### src/rtl/mc_pkg.sv
// mc_pkg: state, mux-select and opcode encodings shared by the multicycle sequencer.
package mc_pkg;
  typedef enum logic [2:0] {
    S_FETCH  = 3'd0,
    S_DECODE = 3'd1,
    S_EXEC   = 3'd2,
    S_MEM    = 3'd3,
    S_WB     = 3'd4
  } state_e;
  typedef enum logic [1:0] {NPC_PC4 = 2'b00, NPC_BR = 2'b01, NPC_JAL = 2'b10, NPC_JR = 2'b11} npc_e;
  typedef enum logic [1:0] {WR_RT = 2'b00, WR_RD = 2'b01, WR_RA = 2'b10} wr_sel_e;
  typedef enum logic [1:0] {WD_ALU = 2'b00, WD_MEM = 2'b01, WD_PC4 = 2'b10} wd_sel_e;
  typedef enum logic [1:0] {EXT_ZERO = 2'b00, EXT_SIGN = 2'b01, EXT_LUI = 2'b10} ext_e;
  typedef enum logic [2:0] {ALU_ADD = 3'b000, ALU_SUB = 3'b001, ALU_OR = 3'b010} alu_e;
  localparam logic [1:0] MT_WORD = 2'b00;
  localparam logic [5:0] OP_RTYPE = 6'h00;
  localparam logic [5:0] OP_BLTZ  = 6'h01;
  localparam logic [5:0] OP_JAL   = 6'h03;
  localparam logic [5:0] OP_BEQ   = 6'h04;
  localparam logic [5:0] OP_ORI   = 6'h0D;
  localparam logic [5:0] OP_LUI   = 6'h0F;
  localparam logic [5:0] OP_LW    = 6'h23;
  localparam logic [5:0] OP_SW    = 6'h2B;
  localparam logic [5:0] FN_JR    = 6'h08;
  localparam logic [5:0] FN_ADDU  = 6'h21;
  localparam logic [5:0] FN_SUBU  = 6'h23;
  typedef struct packed {
    logic addu, subu, jr, ori, lui, lw, sw, beq, bltz, jal;
  } cls_t;
endpackage

### src/rtl/mc_decode.sv
// mc_decode: maps opcode/funct to a one-hot instruction class plus an illegal flag.
module mc_decode
  import mc_pkg::*;
(
  input  logic [5:0] opcode,
  input  logic [5:0] funct,
  output cls_t       cls,
  output logic       bad
);
  logic rtype;
  assign rtype    = opcode == OP_RTYPE;
  assign cls.addu = rtype && funct == FN_ADDU;
  assign cls.subu = rtype && funct == FN_SUBU;
  assign cls.jr   = rtype && funct == FN_JR;
  assign cls.ori  = opcode == OP_ORI;
  assign cls.lui  = opcode == OP_LUI;
  assign cls.lw   = opcode == OP_LW;
  assign cls.sw   = opcode == OP_SW;
  assign cls.beq  = opcode == OP_BEQ;
  assign cls.bltz = opcode == OP_BLTZ;
  assign cls.jal  = opcode == OP_JAL;
  assign bad      = ~|cls;
endmodule

### src/rtl/mc_sequencer.sv
// mc_sequencer: multicycle MIPS-subset control FSM with sticky illegal flag.
// Optional perf counters are built only when MC_SEQUENCER_PERF_EN is defined.
module mc_sequencer
  import mc_pkg::*;
(
  input  logic        clk,
  input  logic        reset,
  input  logic [5:0]  opcode,
  input  logic [5:0]  funct,
  input  logic        zero,
  input  logic        branch,
  input  logic        mem_ready,
  output logic        pc_wr,
  output logic        ir_wr,
  output logic [1:0]  npc_op,
  output logic [1:0]  wr_sel,
  output logic [1:0]  wd_sel,
  output logic        rf_wr,
  output logic [1:0]  ext_op,
  output logic        alu_src,
  output logic [2:0]  alu_op,
  output logic        dm_rd,
  output logic        dm_wr,
  output logic [1:0]  mem_type,
  output logic [2:0]  state,
  output logic        illegal,
  output logic [31:0] cycle_cnt,
  output logic [31:0] instr_cnt
);
  state_e st, nxt;
  cls_t cls;
  logic bad, ill_q, set_ill, alu_st;
  logic pc_wr_c, ir_wr_c, rf_wr_c, dm_rd_c, dm_wr_c;
  mc_decode u_dec (.opcode(opcode), .funct(funct), .cls(cls), .bad(bad));
  // ALU controls only follow the opcode once the instruction reaches the datapath
  assign alu_st  = st == S_EXEC || st == S_MEM || st == S_WB;
  assign alu_src = alu_st & (cls.ori | cls.lui | cls.lw | cls.sw);
  assign ext_op  = !alu_st ? EXT_ZERO : cls.lui ? EXT_LUI : (cls.lw | cls.sw) ? EXT_SIGN : EXT_ZERO;
  assign alu_op  = !alu_st ? ALU_ADD : (cls.ori | cls.lui) ? ALU_OR : cls.beq ? ALU_SUB : ALU_ADD;
  assign mem_type = MT_WORD;
  always_comb begin
    nxt = S_FETCH;
    pc_wr_c = 1'b0;
    ir_wr_c = 1'b0;
    rf_wr_c = 1'b0;
    dm_rd_c = 1'b0;
    dm_wr_c = 1'b0;
    set_ill = 1'b0;
    npc_op = NPC_PC4;
    wr_sel = WR_RT;
    wd_sel = WD_ALU;
    case (st)
      S_FETCH: begin
        ir_wr_c = mem_ready;
        nxt = mem_ready ? S_DECODE : S_FETCH;
      end
      S_DECODE: begin
        pc_wr_c = cls.jal | cls.jr | bad;
        rf_wr_c = cls.jal;
        set_ill = bad;
        npc_op = cls.jal ? NPC_JAL : cls.jr ? NPC_JR : NPC_PC4;
        wr_sel = cls.jal ? WR_RA : WR_RT;
        wd_sel = cls.jal ? WD_PC4 : WD_ALU;
        nxt = (cls.jal | cls.jr | bad) ? S_FETCH : S_EXEC;
      end
      S_EXEC: begin
        pc_wr_c = cls.beq | cls.bltz;
        npc_op = (cls.beq & zero) | (cls.bltz & branch) ? NPC_BR : NPC_PC4;
        nxt = (cls.lw | cls.sw) ? S_MEM : (cls.beq | cls.bltz) ? S_FETCH : S_WB;
      end
      S_MEM: begin
        dm_rd_c = cls.lw;
        dm_wr_c = ~cls.lw;
        pc_wr_c = ~cls.lw & mem_ready;
        nxt = !mem_ready ? S_MEM : cls.lw ? S_WB : S_FETCH;
      end
      S_WB: begin
        rf_wr_c = 1'b1;
        pc_wr_c = 1'b1;
        wr_sel = (cls.addu | cls.subu) ? WR_RD : WR_RT;
        wd_sel = cls.lw ? WD_MEM : WD_ALU;
      end
      default: nxt = S_FETCH;
    endcase
  end
  // strobes are masked by reset so an asserted reset kills them within the cycle
  assign pc_wr = pc_wr_c & reset;
  assign ir_wr = ir_wr_c & reset;
  assign rf_wr = rf_wr_c & reset;
  assign dm_rd = dm_rd_c & reset;
  assign dm_wr = dm_wr_c & reset;
  assign state = st;
  assign illegal = ill_q;
  always_ff @(posedge clk or negedge reset)
    if (!reset) begin
      st <= S_FETCH;
      ill_q <= 1'b0;
    end else begin
      st <= nxt;
      ill_q <= ill_q | set_ill;
    end
`ifdef MC_SEQUENCER_PERF_EN
  logic [31:0] cyc_q, ins_q;
  always_ff @(posedge clk or negedge reset)
    if (!reset) begin
      cyc_q <= '0;
      ins_q <= '0;
    end else begin
      cyc_q <= cyc_q + 32'd1;
      ins_q <= ins_q + 32'(pc_wr_c);
    end
  assign cycle_cnt = cyc_q;
  assign instr_cnt = ins_q;
`else
  assign cycle_cnt = '0;
  assign instr_cnt = '0;
`endif
endmodule
### config.mk
export PLATFORM = sky130hd
export DESIGN_NAME = mc_sequencer
export DESIGN_NICKNAME = d
export VERILOG_FILES = /design/src/rtl/mc_pkg.sv /design/src/rtl/mc_decode.sv /design/src/rtl/mc_sequencer.sv
export SDC_FILE = /design/constraint.sdc
export NUM_CORES = 1
export LEC_CHECK = 0
export CORE_ASPECT_RATIO = 1.2
export CORE_MARGIN = 1.5
export CORE_UTILIZATION = 27
export CTS_CLUSTER_DIAMETER = 50
export DETAILED_ROUTE_END_ITERATION = 8
export GPL_ROUTABILITY_DRIVEN = 0
export GPL_TIMING_DRIVEN = 0
export PLACE_DENSITY = 0.79
export SYNTH_ARGS = -nofsm -noshare
export SYNTH_HDL_FRONTEND = slang
export SYNTH_SLANG_ARGS = --single-unit
### constraint.sdc
create_clock -name clk -period 2.2 [get_ports clk]
set_clock_uncertainty 0.05 [all_clocks]
set_input_delay 0.55 -clock clk [delete_from_list [all_inputs] [get_ports clk]]
set_output_delay 0.55 -clock clk [all_outputs]
set_load 0.1 [all_outputs]
* Yosys cells after proc, flatten, opt, wreduce, memory -nomap -nowiden
Index checks and enable logic that the tools add are counted.
** Operators by class
- Equal/unequal tests :: 14
- Muxes and demuxes :: 28
- Bitwise gates (word level) :: 20
- Reduce and logical (&&, ||, !) cells :: 9
** Operator list (number)
- 6-bit == test (second input constant) :: 4
- 6-bit by 4-bit == test with 1-bit output (second input constant) :: 3
- 2-bit two-way mux :: 8
- 3-bit two-way mux :: 4
- 2-bit one-hot mux with 2 select lines :: 3
- 3-bit one-hot mux with 4 select lines :: 1
- 1-bit two-way mux :: 10
- 1-bit OR :: 10
- 10-bit OR reduction :: 1
- 1-bit AND :: 9
- 3-bit by 2-bit == test with 1-bit output (second input constant) :: 2
- 6-bit by 1-bit == test with 1-bit output (second input constant) :: 1
- 6-bit by 2-bit == test with 1-bit output (second input constant) :: 1
- 6-bit by 3-bit == test with 1-bit output (second input constant) :: 1
- 6-bit logical NOT :: 1
- 1-bit one-hot mux with 4 select lines :: 1
- 3-bit by 1-bit == test with 1-bit output (second input constant) :: 1
- 3-bit == test (second input constant) :: 1
- 1-bit logical AND :: 3
- 3-bit logical NOT :: 1
- 1-bit logical OR :: 2
- 1-bit one-hot mux with 2 select lines :: 1
- 1-bit logical NOT :: 1
- 1-bit NOT :: 1
** Word-level totals
- Register bits after elaboration :: 4
- Input bits :: 17
- Output and inout port bits :: 87
- Logic and storage cells :: 73

* Logic depth before layout (Yosys ltp)
Gate-level depths: netlist (run 1).
- Depth in word-level cells :: 7
- Depth in mapped cells :: 5
- Depth with buffers taken out :: 4

* Hierarchy
Synthesis (run 1) repeated with hierarchy kept, for this count alone.
** Second synthesis, totals
- Cells, all modules :: 156
- Area total of the unflattened synthesis :: 1154.9 um^2
** By module, submodules not included
- mc_sequencer :: times used 1, cells an instance 126, area each 959.7 um^2, seq. area each 100.1 um^2
- mc_decode :: times used 1, cells an instance 30, area each 195.2 um^2, seq. area each 0.0 um^2

* Worst setup path after synthesis (run 1)
No wires, ideal clock.
- Path type :: register to output
- Start :: register st[0] (netlist: state[0])
- End :: output rf_wr
- Data arrival time :: 3.839 ns
- Required time :: 1.600 ns
- Path slack :: -2.239 ns
- Cell stages (with the launch flop) :: 5
- Path buffers :: 1
- Cells stage by stage :: dfrtp_1 > buf_2 > inv_1 > or3_1 > a211oi_1
** Between the ends
- Longest elaborated chain between the ends :: 3
- Elaborated cells between the ends (all ways) :: 4
- Classes of those cells :: eq/ne (2); mux (1); bitwise (1)
** RTL lines
- start: declaration :: line mc_sequencer.sv:30 : state_e st, nxt;
- start signal: assignment :: line mc_sequencer.sv:99 : st <= nxt;
- 3-bit == test / 3-bit by 1-bit == test with 1-bit output (equally long branches) :: line mc_sequencer.sv:52 : case (st)
- 1-bit one-hot mux with 2 select lines (*) :: line mc_sequencer.sv:52
- 1-bit AND (*) :: line mc_sequencer.sv:89 : assign rf_wr = rf_wr_c & reset;
- end: declaration :: line mc_sequencer.sv:18 : output logic rf_wr,
Every way passes the cells marked *; elsewhere a longest branch is shown, timed or not.

* Worst setup path in the final report (run 1)
- Start :: input opcode[1]
- End :: output npc_op[0]
** Between the ends
- Longest elaborated chain between the ends :: 5
- Elaborated cells between the ends (all ways) :: 12
- Classes of those cells :: eq/ne (3); mux (4); bitwise (3); reduce/logical (2)
** RTL lines
- start: declaration :: line mc_sequencer.sv:8 : input logic [5:0] opcode,
- 6-bit by 3-bit == test with 1-bit output, or another cell as far along :: line mc_decode.sv:19 : assign cls.beq = opcode == OP_BEQ;
- 1-bit AND / 1-bit logical AND (equally long branches) :: line mc_sequencer.sv:68, mc_decode.sv:14
- 1-bit OR / 2-bit two-way mux (equally long branches) :: line mc_sequencer.sv:68, mc_sequencer.sv:61
- 1-bit two-way mux / 2-bit two-way mux (equally long branches) :: line mc_sequencer.sv:68, mc_sequencer.sv:61
- 2-bit one-hot mux with 2 select lines (*) :: line mc_sequencer.sv:52
- end: declaration :: line mc_sequencer.sv:15 : output logic [1:0] npc_op,
Marked as above.

==> out/results.ini, run 1 <==
[run_status]
status=complete, but fails checks
violations=setup timing

[layout]
drive_above_1_share_pct=61.3
nets=297
layout_common_cells=buf_4, conb_1, buf_12, buf_6, nor2_4
n_fill_cell=273
num_antenna_cells=0
area_growth_syn_to_layout_pct=132
final_util_pct=66.7
final_common_cell=buf_4

[critical_path]
required_ns=1.60
arrival_ns=2.03
crit_type=input pin to output pin
cpMostUsedCell=buf_12
r2r_cells=5
max_stage_delay_ns=0.57
worst_path_max_delay_cell=or4_4
crit_buf_inv=2
worstReg2RegEnd=state[1]
worst-path-max-fanout=4
crit_family=simple AND/OR/NAND/NOR gates
worstPathCellList=buf_12 -> or4_4 -> nor3b_1 -> nand2_1 -> a21oi_4 -> buf_12
rr_startpoint=state[2]
reg2reg_slack_ns=0.58
critPathLaunchType=input pin
critical_path.endpoint_type=output pin

[routing]
drt-initial-drc-count=27
viasPerCell=3.83
first_pass_iters=4
totalWireLength_mm=3.33
wire_per_inst_um=10.1
remaining_drc_errors=0
vias=1268
ant_nets=0

[timing]
hold_viol=0
worst_pin_slew_ns=0.960
fin_crit_sh_pct=120
maxSlewHeadroom_pct=36.3
tns_ns=-2.08
setup_slack_ns=-0.434
max_freq_ghz=0.380
min_period_ns=2.63
rsz0062_at_grt=true
drv_slew=0
setup_viol=10

[cts]
cts_max_level=1
clock_sinks=4
clockRootBuffer=clkbuf_8
tritoncts=built
cts.clk_slew.worst_paths_ns=0.03
worstSkewPairLatency_ns=0.22
cts.path.max_buffers=2
cts_buffers=3

[synthesis]
synth_top_area_share_pct=48.1
synth_area_um2=1060
postSynthCellCount=143
seq_area_frac_synth_pct=9.43
synthTopCellsByArea=buf_4, dfrtp_1, nor2_1
yosysWarnings=0
synth_top_area_cell=buf_4
synth_area_per_cell_um2=7.42
synth-seq-cells=4
synth.distinct_cells=40

[floorplan]
std_cell_rows=24
start_util_pct=28.7
die_h_um=71.7
core_um2=3690
dieWidth_um=60.2
ios=104
dieArea_um2=4320

[global_route]
antenna_found_initial=0
grt-ovfl-total=0
track_usage_pct=14.1
grt_pass1_vias=1089
grt_max_degree=11
grt_pass1_wl_mm=4.77

[place]
hpwl_mm=2.28
portBuffers=34

[power]
leakagePower_nw=1.23
ir_worst_vdd_mv=0.308
powerDensity_nw_per_um2=456

[flow_run]
maxCapViolCount=0

[min_path]
hp-class=input pin to asynchronous set/reset pin

[metal layers]
layer	track usage, %	routed length (µm)	vias up
met4	3.46	55	0
li1	-	-	624
met5	0	0	-
met3	3.61	312	10
met1	14.9	1110	557
met2	26.8	1850	77
[worst max-delay path by stage]
stage,from,endpoint,slack (ns),cells after the start
CTS,opcode[1],npc_op[0],-0.45,6
floorplan,opcode[2],rf_wr,-0.73,5
detailed placement,opcode[1],npc_op[0],-1.86,6
global route,opcode[1],npc_op[0],-0.45,6
global placement,opcode[1],npc_op[0],-1.86,6
finish,opcode[1],npc_op[0],-0.43,6
[worst register-to-register path, stage by stage (launching register included)]
cell	delay, ns
dfrtp_4	0.47
clkbuf_16	0.16
or3_4	0.38
buf_6	0.14
nand3b_1	0.18
o22ai_2	0.14
[state kept, by name, summed over array words and instances, names as in the netlist]
name,cells
state,3
illegal,1
[where the power goes]
group / total, mW / switching, mW / internal [mW]
Combinational: 0.873 / 0.665 / 0.208
Clock: 0.165 / 0.0410 / 0.124
Sequential: 0.0849 / 0.00515 / 0.0798
[timing repair]
| item | CTS | global route |
|---|---|---|
| gates resized for setup | 203 | 20 |
| buffers inserted | 22 | 11 |
| endpoints found under the hold margin | 0 | 0 |
| hold buffers | 0 | 0 |
| pin swaps | 22 | 15 |
| gates cloned | 0 | 0 |
| endpoints found under the setup margin | 20 | 16 |
[cell usage after synthesis, drive strengths merged]
library cell	number
mux2	1
and3	1
nor3b	1
a21oi	6
o22a	1
o21bai	1
a211oi	1
dfrtp	4
nor4	3
nand3b	1
conb	1
o22ai	2
o21ai	1
a31oi	2
xnor2	1
nor4b	1
nor2	11
and4bb	1
nand3	4
buf	70
nand4	5
a2bb2oi	1
nor3	1
nand2	6
nand4b	2
or2	1
or4	1
nand2b	1
or3	2
inv	2
nor2b	3
and2	1
clkbuf	2
or4b	1
[layout make-up]
| type | count | area (µm²) | share of cell area, % |
|---|---|---|---|
| sequential | 4 | 111 | 4.52 |
| buffer | 71 | 579 | 23.5 |
| timing repair buffer | 67 | 753 | 30.6 |
| tap | 52 | 65.1 | 2.64 |
| clock buffer | 4 | 45.0 | 1.83 |
| multi-input combinational | 131 | 903 | 36.6 |
| inverter | 2 | 7.51 | 0.305 |
[cells by family after synthesis]
family | share of synthesized area (%)
AOI/OAI and AO/OA | 9.32
xor gates and xnor gates | 0.826
buffers and inverters | 51.1
DFF | 9.43
muxes | 1.06
other | 0.353
and+or+nand+nor | 27.9
[stage by stage]
| step | power (mW) | hold slack (ns) | instance area [µm²] | std cells | setup slack (ns) |
|---|---|---|---|---|---|
| finish | 1.12 | 0.271 | 2460 | 331 | -0.434 |
| global route | 1.16 | 0.287 | 2460 | 331 | -0.449 |
| CTS | 1.09 | 0.268 | 2300 | 320 | -0.446 |
| detailed placement | 0.871 | 0.419 | 1920 | 295 | -1.86 |
| global placement | 0.869 | 0.418 | 1920 | 295 | -1.86 |
| floorplan | 0.810 | 0.204 | 1520 | 209 | -0.730 |
Power figures use the tool's default switching activity.
==> run 2: changes to the inputs <==
- SKIP_LAST_GASP: default -> 1
==> out/results.ini, run 2 (same netlist as run 1, synthesis figures left out) <==
[power]
leakagePower_nw=1.19  ; was 1.23 nW
comb_power_share_pct=77.0  ; was 77.8%
power_mw=1.10  ; was 1.12 mW
p_sw_mw=0.706  ; was 0.711 mW
swShare_pct=64.2  ; was 63.3%
power_frac_seq_pct=8.0  ; was 7.6%
ir_worst_vdd_mv=0.307  ; was 0.308 mV
p_int_mw=0.394  ; was 0.412 mW
clkPwrFrac_pct=15.1  ; was 14.7%
powerDensity_nw_per_um2=463  ; was 456 nW/µm²

[cts]
cts_hold_buf=0  ; unchanged
cts.clk_slew.worst_paths_ns=0.04  ; was 0.03 ns
cts_max_level=1  ; unchanged
clockRootBuffer=clkbuf_8  ; unchanged
clock_sinks=4  ; unchanged
tritoncts=built  ; unchanged
cts.path.max_buffers=2  ; unchanged
cts_buffers=3  ; unchanged
worstSkewPairLatency_ns=0.22  ; about the same

[critical_path]
arrival_ns=1.99  ; was 2.03 ns
rr_startpoint=state[2]  ; unchanged
cp-startpoint=opcode[1]  ; unchanged
critPathLaunchType=input pin  ; unchanged
crit_type=input pin to output pin  ; unchanged
critical_path.endpoint_type=output pin  ; unchanged
required_ns=1.60  ; about the same
worst-path-max-fanout=4  ; unchanged

[layout]
num_antenna_cells=0  ; unchanged
final_cell_area_um2=2380  ; was 2460 µm²
area_growth_syn_to_layout_pct=124  ; was 132%
layout_common_cells=buf_4, conb_1, buf_12, buf_6, nor2_4  ; unchanged
drive_above_1_share_pct=59.9  ; was 61.3%
final_common_cell=buf_4  ; unchanged
largest_reg_flops=3  ; unchanged
nets=292  ; was 297

[global_route]
antenna_found_initial=0  ; unchanged
grt-ovfl-total=0  ; unchanged
grt_pass1_vias=1076  ; was 1,089
grt_pass1_wl_mm=4.81  ; was 4.77 mm
track_usage_pct=14.2  ; was 14.1%
grt_max_degree=11  ; unchanged

[floorplan]
start_util_pct=28.7  ; unchanged
die_h_um=71.7  ; unchanged
dieWidth_um=60.2  ; unchanged
std_cell_rows=24  ; unchanged
core_um2=3690  ; unchanged
ios=104  ; unchanged
dieArea_um2=4320  ; unchanged

[place]
portBuffers=34  ; unchanged
placed_area_um2=1920  ; unchanged
hpwl_mm=2.28  ; unchanged
pre_cts_ws_ns=-1.86  ; unchanged

[routing]
drt-initial-drc-count=33  ; was 27
remaining_drc_errors=0  ; unchanged
totalWireLength_mm=3.17  ; was 3.33 mm
vias=1210  ; was 1,268
wire_per_inst_um=9.71  ; was 10.1 µm
viasPerCell=3.71  ; was 3.83
first_pass_iters=4  ; unchanged
ant_nets=0  ; unchanged

[timing]
fin_crit_sh_pct=118  ; was 120%
hold_viol=0  ; unchanged
hold-worst-slack_ns=0.235  ; was 0.271 ns
min_period_ns=2.59  ; was 2.63 ns
tns_ns=-1.39  ; was -2.08 ns
max_freq_ghz=0.386  ; was 0.380 GHz
worst_pin_slew_ns=0.961  ; was 0.960 ns
maxSlewHeadroom_pct=36.2  ; was 36.3%
drv_slew=0  ; unchanged
setup_slack_ns=-0.390  ; was -0.434 ns
rsz0062_at_grt=true  ; unchanged
setup_viol=9  ; was 10

[run_status]
status=complete, but fails checks  ; unchanged
violations=setup timing  ; unchanged

[min_path]
hp-class=input pin to asynchronous set/reset pin  ; unchanged

[flow_run]
maxCapViolCount=0  ; unchanged

==> run 2: cell type report <==
class                           count  area, µm²
Fill cell                         286       1320
Multi-Input combinational cell    131        896
Timing Repair Buffer               63        689
Buffer                             70        564
Sequential cell                     4        111
Tap cell                           52       65.1
Clock buffer                        4       45.0
Inverter                            2       7.51
==> run 2: path summary, 6_finish.rpt <==
kind	to	slack [ns]	cells after the start
max in group asynchronous	state[1]	1.60	1
min in group clk	illegal	0.42	1
max	pc_wr	-0.39	6
min reg2reg	illegal	0.42	1
min	state[0]	0.24	1
max reg2reg	state[1]	0.62	4
==> run 2: what timing repair did <==
item / 4_1_cts / 5_1_grt
setup endpoints to repair: 20 / 16
resized for setup: 194 / 19
setup buffers: 22 / 7
gates cloned: 0 / 0
pin swaps: 22 / 14
==> run 2: stage by stage <==
step | cells | utilization, %
floorplan | 209 | -
global placement | 295 | 52.1
detailed placement | 295 | 52.1
CTS | 320 | 61.3
global route | 326 | 64.4
finish | 326 | 64.4
==> run 2: metal layers <==
layer	up-vias	part of all wire [%]	global-route usage, %	routed length [µm]
li1	612	-	-	-
met1	527	34	14.8	1080
met2	67	55	27.3	1750
met3	4	9.7	3.61	307
met4	0	0.82	3.46	26
met5	-	0	0	0
==> run 2: critical path: stages <==
cell and delay [ns]:
buf_12 0.11, or4_4 0.57, nor4_4 0.30, a21oi_2 0.07, a31oi_4 0.19, buf_12 0.20
==> run 2: power by group through the flow <==
stage	combinational (mW)	sequential, mW	clock (mW)
after global placement	0.784	0.0854	0
final	0.847	0.0875	0.166
after global routing	0.872	0.0887	0.176
after floorplan	0.699	0.111	0
after CTS	0.833	0.0853	0.169
after detailed placement	0.786	0.0856	0
==> run 3: changes to the inputs <==
- CORE_UTILIZATION: 27 -> 32
- PLACE_DENSITY: 0.79 -> 0.88
- clock period: 2.2 -> 3.2 ns (I/O delays scaled with it)
==> out/results.ini, run 3 (same netlist as run 1, synthesis figures left out) <==
[run_status]
status=complete, but fails checks  ; unchanged
violations=setup timing  ; unchanged

[routing]
totalWireLength_mm=2.52  ; was 3.17 mm
first_pass_iters=6  ; was 4
viasPerCell=3.80  ; was 3.71
wire_per_inst_um=8.77  ; was 9.71 µm
remaining_drc_errors=0  ; unchanged
ant_nets=0  ; unchanged
drt-initial-drc-count=9  ; was 33
vias=1092  ; was 1,210

[critical_path]
crit_buf_inv=2  ; unchanged
worst-path-max-fanout=2  ; was 4
critPathLaunchType=input pin  ; unchanged
arrival_ns=2.39  ; was 1.99 ns
crit_family=simple AND/OR/NAND/NOR gates  ; unchanged
required_ns=2.35  ; was 1.60 ns
worst_path_max_delay_cell=or4b_4  ; was or4_4
worstPathCellList=dlygate4sd2_1 -> nor4_4 -> nand3_2 -> or4b_4 -> a21oi_4 -> buf_12  ; was buf_12 -> or4_4 -> nor4_4 -> a21oi_2 -> a31oi_4 -> buf_12
crit_type=input pin to output pin  ; unchanged
critical_path.endpoint_type=output pin  ; unchanged
max_stage_delay_ns=0.56  ; was 0.57 ns

[layout]
layout.cells.non_filler=287  ; was 326
final_common_cell=buf_4  ; unchanged
nets=269  ; was 292
seq_area_um2=104  ; was 111 µm²
largest_reg_flops=3  ; unchanged
multi_input_area_um2=787  ; was 896 µm²
num_antenna_cells=0  ; unchanged
layout_common_cells=buf_4, conb_1, clkdlybuf4s15_2, clkdlybuf4s50_1, buf_2  ; was buf_4, conb_1, buf_12, buf_6, nor2_4
drive_above_1_share_pct=49.8  ; was 59.9%
n_fill_cell=295  ; was 286
area_growth_syn_to_layout_pct=77.9  ; was 124%

[place]
hpwl_mm=2.12  ; was 2.28 mm
dp_cells=279  ; was 295
pre_cts_ws_ns=-1.40  ; was -1.86 ns
portBuffers=34  ; unchanged

[timing]
drv_slew=0  ; unchanged
hold-worst-slack_ns=0.427  ; was 0.235 ns
maxSlewHeadroom_pct=35.4  ; was 36.2%
setup_viol=1  ; was 9
tns_ns=-0.0361  ; was -1.39 ns
fin_crit_sh_pct=101
hold_viol=0  ; unchanged
max_freq_ghz=0.309
worst_pin_slew_ns=0.966  ; was 0.961 ns
min_period_ns=3.24
setup_slack_ns=-0.0361  ; was -0.390 ns
rsz0062_at_grt=true  ; unchanged

[flow_run]
maxCapViolCount=0  ; unchanged

[floorplan]
dieArea_um2=3670  ; was 4320 µm²
std_cell_rows=22  ; was 24
die_h_um=66.1  ; was 71.7 µm
core_um2=3110  ; was 3690 µm²
dieWidth_um=55.6  ; was 60.2 µm
ios=104  ; unchanged
start_util_pct=34.1  ; was 28.7%

[cts]
cts.clk_slew.worst_paths_ns=0.03  ; was 0.04 ns
cts.path.max_buffers=2  ; unchanged
cts_max_level=1  ; unchanged
tritoncts=built  ; unchanged
cts_hold_buf=0  ; unchanged
worstSkewPairLatency_ns=0.25  ; was 0.22 ns
cts_buffers=3  ; unchanged
clockRootBuffer=clkbuf_4  ; was clkbuf_8
clock_sinks=4  ; unchanged

[min_path]
hp-class=flip-flop to flip-flop  ; was input pin to asynchronous set/reset pin

[global_route]
track_usage_pct=12.6  ; was 14.2%
grt_pass1_vias=899  ; was 1,076
grt_pass1_wl_mm=3.80  ; was 4.81 mm
antenna_found_initial=0  ; unchanged
grt-ovfl-total=0  ; unchanged
grt_max_degree=11  ; unchanged

[power]
powerDensity_nw_per_um2=354  ; was 463 nW/µm²
ir_worst_vdd_mv=0.263  ; was 0.307 mV
leakagePower_nw=0.998  ; was 1.19 nW

-- run 3: changes by cell type in the layout (fill, tap and decap cells not counted), sizes merged --
cell,previous run,this run
clkdlybuf4s15,2,9
dlymetal6s2s,0,2
clkdlybuf4s50,3,8
clkbuf,6,8
buf,122,83
-- run 3: final cells by class --
cell class	instances	area share, %
Inverter	2	0.398
Timing Repair Buffer	38	19.2
Buffer	72	29.4
Sequential cell	4	5.50
Tap cell	36	2.39
Multi-Input combinational cell	131	41.7
Clock buffer	4	1.39
-- run 3: layer usage --
metal	global-route usage [%]	wire length, µm	up-vias
li1	-	-	565
met1	12.6	871	454
met2	24.9	1330	69
met3	3.33	283	4
met4	4.27	36	0
met5	0	0	-
-- run 3: timing repair --
action / 4_1_cts / 5_1_grt
setup buffers: 2 / 2
gates resized for setup: 89 / 10
pin swaps: 8 / 8
endpoints found under the setup margin: 16 / 10
-- run 3: through the flow --
step	instance area, µm²	util [%]	power (mW)
2_1_floorplan	1420	-	0.546
3_3_place_gp	1810	58.0	0.586
3_5_place_dp	1810	58.0	0.588
4_1_cts	1870	60.1	0.663
5_1_grt	1890	60.7	0.689
6_report	1890	60.7	0.668
-- run 3: report_power, final --
| group | internal [mW] | leakage (nW) | switching (mW) |
|---|---|---|---|
| Sequential | 0.0536 | 0.0442 | 0.00249 |
| Combinational | 0.102 | 0.938 | 0.438 |
| Clock | 0.0470 | 0.0150 | 0.0242 |
| Total | 0.203 | 0.998 | 0.465 |
-- run 3: worst paths after layout --
path / slack [ns] / depth (start not counted) / endpoint / from
hold / removal: 0.43 / 1 / illegal / illegal
setup reg to reg: 1.48 / 4 / state[1] / state[2]
setup / recovery: -0.04 / 6 / npc_op[0] / funct[4]
max in group asynchronous: 2.10 / 1 / state[1] / reset
min in group asynchronous: 0.75 / 1 / state[2] / reset
hold reg to reg: 0.43 / 1 / illegal / illegal
